### src/rtl/cdc_handshake_tx.sv
// -----------------------------------------------------------------------------
// cdc_handshake_tx
//
// Sending end of a 4-phase req/ack clock-domain crossing. A word is accepted
// from a local valid/ready producer. It is then presented on out_data together
// with a level req toward a foreign clock domain. The receiver's asynchronous
// ack is brought into this domain through a SYNC_STAGES-deep flop chain.
// The FSM then completes the four phases:
//   req up -> ack up -> req down -> ack down -> done.
//
// Ports:
//   clk        sole clock, rising edge
//   rst        asynchronous active-high reset
//   in_data    word to send, sampled on accept
//   in_valid   producer offers in_data
//   in_ready   block can accept (IDLE and synchronized ack low)
//   ack_nsyn   asynchronous acknowledge from the receiving domain
//   req        registered request level to the receiving domain
//   out_data   registered data to the receiving domain
//   ack_syn    last stage of the ack synchronizer
//   busy       high whenever the FSM is not IDLE
//   done       one-cycle pulse when a handshake fully completes
// -----------------------------------------------------------------------------
module cdc_handshake_tx #(
  parameter int WIDTH       = 8,
  parameter int SYNC_STAGES = 3   // must be >= 2
) (
  input  logic             clk,
  input  logic             rst,
  input  logic [WIDTH-1:0] in_data,
  input  logic             in_valid,
  output logic             in_ready,
  input  logic             ack_nsyn,
  output logic             req,
  output logic [WIDTH-1:0] out_data,
  output logic             ack_syn,
  output logic             busy,
  output logic             done
);

  localparam logic [1:0] ST_IDLE     = 2'd0;
  localparam logic [1:0] ST_REQ      = 2'd1;
  localparam logic [1:0] ST_WAIT_LOW = 2'd2;

  logic [1:0]             state_q, state_d;
  logic                   req_q, req_d;
  logic [WIDTH-1:0]       data_q, data_d;
  logic                   done_q, done_d;
  logic [SYNC_STAGES-1:0] sync_q, sync_d;

  // Synchronizer chain. Stage 0 is the only flop that sees the asynchronous
  // ack. Nothing except the next stage reads it, so metastability has
  // SYNC_STAGES-1 cycles to resolve before the FSM sees the value.
  assign sync_d[0] = ack_nsyn;

  genvar gi;
  generate
    for (gi = 1; gi < SYNC_STAGES; gi++) begin : g_sync
      assign sync_d[gi] = sync_q[gi-1];
    end
  endgenerate

  assign ack_syn = sync_q[SYNC_STAGES-1];

  // A leftover high ack from a previous or aborted handshake blocks new
  // accepts. Otherwise the receiver could see a req rise while its ack is
  // still up.
  assign in_ready = (state_q == ST_IDLE) && !ack_syn;

  always_comb begin
    state_d = state_q;
    req_d   = req_q;
    data_d  = data_q;
    done_d  = 1'b0;
    case (state_q)
      ST_IDLE: begin
        if (in_valid && in_ready) begin
          // Data and req update on the same edge. Data is therefore stable
          // no later than req rises.
          data_d  = in_data;
          req_d   = 1'b1;
          state_d = ST_REQ;
        end
      end
      ST_REQ: begin
        if (ack_syn) begin
          req_d   = 1'b0;
          state_d = ST_WAIT_LOW;
        end
      end
      ST_WAIT_LOW: begin
        if (!ack_syn) begin
          done_d  = 1'b1;
          state_d = ST_IDLE;
        end
      end
      default: begin
        req_d   = 1'b0;
        state_d = ST_IDLE;
      end
    endcase
  end

  always_ff @(posedge clk or posedge rst) begin
    if (rst) begin
      state_q <= ST_IDLE;
      req_q   <= 1'b0;
      data_q  <= '0;
      done_q  <= 1'b0;
      sync_q  <= '0;
    end else begin
      state_q <= state_d;
      req_q   <= req_d;
      data_q  <= data_d;
      done_q  <= done_d;
      sync_q  <= sync_d;
    end
  end

  assign req      = req_q;
  assign out_data = data_q;
  assign done     = done_q;
  assign busy     = (state_q != ST_IDLE);

endmodule
### config.mk
export PLATFORM = sky130hd
export DESIGN_NAME = cdc_handshake_tx
export DESIGN_NICKNAME = d
export VERILOG_FILES = /design/src/rtl/cdc_handshake_tx.sv
export SDC_FILE = /design/constraint.sdc
export NUM_CORES = 1
export LEC_CHECK = 0
export ABC_AREA = 0
export ABC_CLOCK_PERIOD_IN_PS = 2500
export CELL_PAD_IN_SITES_DETAIL_PLACEMENT = 1
export CELL_PAD_IN_SITES_GLOBAL_PLACEMENT = 2
export CORE_MARGIN = 5
export CORE_UTILIZATION = 27
export DETAILED_ROUTE_END_ITERATION = 8
export PLACE_DENSITY = 0.82
export SLEW_MARGIN = 20
export SYNTH_ARGS = -nofsm -noshare
export SYNTH_HDL_FRONTEND = slang
export SYNTH_SLANG_ARGS = --single-unit
### constraint.sdc
create_clock -name clk -period 2.5 [get_ports clk]
set_clock_uncertainty 0.05 [all_clocks]
set_input_delay 0.75 -clock clk [delete_from_list [all_inputs] [get_ports clk]]
set_output_delay 0.75 -clock clk [all_outputs]
set_load 0.005 [all_outputs]
==> results.md <==
- Status: finished, final reports clean
- # clock sinks: 15
- Period utilization: 97.4%
- Full die area: 0.00306 sq mm
- Final setup violation count: 0
- Vias in the first global route: 437
- CP max FO: 6
- Post-Synth Simple-Gate Area: 10.8%
- Startpoint types: flop
- Dpl ws: 0.303 ns
- Clock buffer depth: 2
- Synth Area in Compound Gates: 3.15%
- Req. time, crit path: 1.70 ns
- CTS H-tree lvls: 1
- Power per Cell Area: 750 mW/mm^2
- XOR/XNOR Fraction of Synth Area: 1.58%
- Fillers: 225
- Post-route ant nets: 0
- Setup TNS: 0 ns
- Cts bufs inserted: 3
- Achievable Freq: 411 MHz
- Psw: 0.000155 W
- Minimum clock period: 2.43 ns
- Hold Fails Final Rpt: 0
- Worst EP arrival: 1.63 ns
- Hold path depth: 0
- GRT Util Overall: 8.74%
- P_int: 0.000494 W
- Fin Hold WS: 0.303 ns
- Worst-Margin Slew: 0.542 ns
- DP HPWL: 943 um
- Endpoint class of the critical path: output pin
- CTS tree: built
- Synth cell types: 12
- IO Port Bufs: 24
- Congestion Overflow GR: 0
- Max-cap check violation count: 0
- Clock transition at the register clock pins on the worst setup and hold paths after CTS: 0.08 ns
- # DRC: 0
- Hold Path Class: reg2reg
- Total core area: 0.00196 sq mm
- Clk_lat worst skew: 0.28 ns
- Initial antenna violation count: 0
- Fraction of the mapped netlist area in adder cells: 0%
- Post-synthesis mux area share: 16.2%
- Layout cells sized above 1: 28.6%
- Logic gate share of total power: 29.9%
- R2R setup slack: 1.02 ns
- Worst vdd ir: 0.252 mV
- Post-DR vias/cell: 4.21
- Die span in y: 55.4 um
- Total power: 0.000649 W
- Post-layout util: 44.1%
- Gpl congestion: 0.657
- Top-level I/O count: 25
- Slew HR: 63.8%
- Reg-to-Reg Start: state_q[0]$_DFFE_PP0P_
- First-pass GRT wire length: 2060 um
- Main combinational cell family by area after synthesis: multiplexers
- N_diodes: 0
- Fin nets: 76
- Postcts setup bufs: 0
- Synth Warn #: 0
- Register bit total from synthesis: 15
- Vias: 379
- Syn avg cell area: 16.3 sq um
- Setup slack after layout: 0.0660 ns
- DRT Pass-1 Iters: 2
- Largest net degree at the start of global routing: 16
- Seq pwr share: 50.0%
- Crit Reg-Reg Endpoint: out_data[4]$_DFFE_PP0P_
- Die width: 55.4 um
- Root buf cell: clkbuf_4
- Sw Ratio: 23.9%
- Post-DR wirelength/cell: 12.8 um
- Kind of critical path: reg2out
- Starting density of the core: 28.3%
- Row cnt: 16
- DRT iter0 DRCs: 7
- Seq/Total Area, Yosys: 67.6%
- Synth-to-layout area growth: 55.9%
- Drt total wl: 1160 um
- Hold_sp: sync_q[1]$_DFF_PP0_
- Pleak: 0.366 nW
- Final number of max-transition violations: 0
- Post-Syn Instances: 34
- Cell area after synthesis: 556 sq um
- Clk network pwr share: 20.1%
- Reg2Reg Depth: 3
- Syn nets: 46
- Hold path endpoint: sync_q[2]$_DFF_PP0_
==> placed cells by master (no fill, tap or decap) <==
| cell | n |
|---|---|
| and2b_2 | 1 |
| nor2_1 | 2 |
| or2_2 | 1 |
| clkinv_2 | 1 |
| o21a_1 | 1 |
| a211o_2 | 1 |
| clkdlybuf4s50_1 | 24 |
| and2_1 | 1 |
| mux2_2 | 8 |
| nor3b_1 | 1 |
| xor2_1 | 1 |
| buf_4 | 1 |
| nor4b_4 | 1 |
| dfrtp_1 | 14 |
| dfrtp_2 | 1 |
| clkbuf_4 | 3 |
| inv_1 | 1 |
==> worst max-delay path by stage <==
| stage | endpoint | cells past startpoint | start |
|---|---|---|---|
| finish | in_ready | 3 | state_q[0]$_DFFE_PP0P_ |
| floorplan | out_data[0]$_DFFE_PP0P_ | 2 | in_valid |
| global placement | out_data[2]$_DFFE_PP0P_ | 4 | in_valid |
| global route | in_ready | 3 | state_q[0]$_DFFE_PP0P_ |
| detailed placement | out_data[4]$_DFFE_PP0P_ | 4 | in_valid |
| CTS | in_ready | 3 | state_q[0]$_DFFE_PP0P_ |
==> critical path, stage by stage, from the launching register on <==
cell and delay (ns):
dfrtp_2 0.46, or2_2 0.32, nor2_1 0.08, clkdlybuf4s50_1 0.50
==> metrics by stage <==
stage | cells | area (sq um)
3_5_place_dp | 86 | 837
5_1_grt | 90 | 866
4_1_cts | 90 | 865
6_report | 90 | 866
3_3_place_gp | 86 | 837
2_1_floorplan | 34 | 556
==> routing by layer <==
layer / up-vias / global-route usage, % / wire length (um)
li1: 177 / - / -
met1: 181 / 8.63 / 466
met3: 4 / 3.96 / 79
met2: 17 / 14.4 / 578
met5: - / 0 / 0
met4: 0 / 6.25 / 30
==> synthesized netlist by cell type <==
| library cell | instances | share of area, % |
|---|---|---|
| mux2_2 | 8 | 16 |
| dfrtp_1 | 15 | 68 |
| and2b_2 | 1 | 1.6 |
| inv_1 | 1 | 0.68 |
| and2_1 | 1 | 1.1 |
| or2_2 | 1 | 1.1 |
| nor2_1 | 2 | 1.4 |
| o21a_1 | 1 | 1.4 |
| xor2_1 | 1 | 1.6 |
| nor4b_4 | 1 | 4.3 |
| a211o_2 | 1 | 1.8 |
| nor3b_1 | 1 | 1.4 |
==> registers in the layout, indices dropped and copies added, names as in the netlist <==
signal,flops
out_data,8
sync_q,3
state_q,2
done,1
req,1
==> final cells by class <==
cell class	count	area, sq um	share of cell area [%]
Inverter	1	3.75	0.434
Tap cell	27	33.8	3.90
Multi-Input combinational cell	18	176	20.4
Clock buffer	3	22.5	2.60
Sequential cell	15	377	43.5
Timing Repair Buffer	25	248	28.6
Clock inverter	1	5.00	0.578
==> what timing repair did <==
action / 4_1_cts / 5_1_grt
resized for setup: 0 / 1
setup endpoints to repair: 0 / 1
hold buffers: 0 / 0
==> kinds of logic (layout without fill, tap and decap cells) <==
group                     after synthesis  after routing
buffers and inverters                   1             30
and+or+nand+nor                         7              7
xor gates and xnor gates                1              1
AOI/OAI and AO/OA                       2              2
muxes                                   8              8
DFF                                    15             15
==> power groups by stage <==
stage | logic, W | registers [W] | clock network [W]
finish | 0.000194 | 0.000325 | 0.000130
global route | 0.000213 | 0.000332 | 0.000151
CTS | 0.000200 | 0.000326 | 0.000137
detailed placement | 0.000199 | 0.000331 | 0
global placement | 0.000195 | 0.000328 | 0
floorplan | 0.0000651 | 0.000329 | 0
Power figures use the tool's default switching activity.
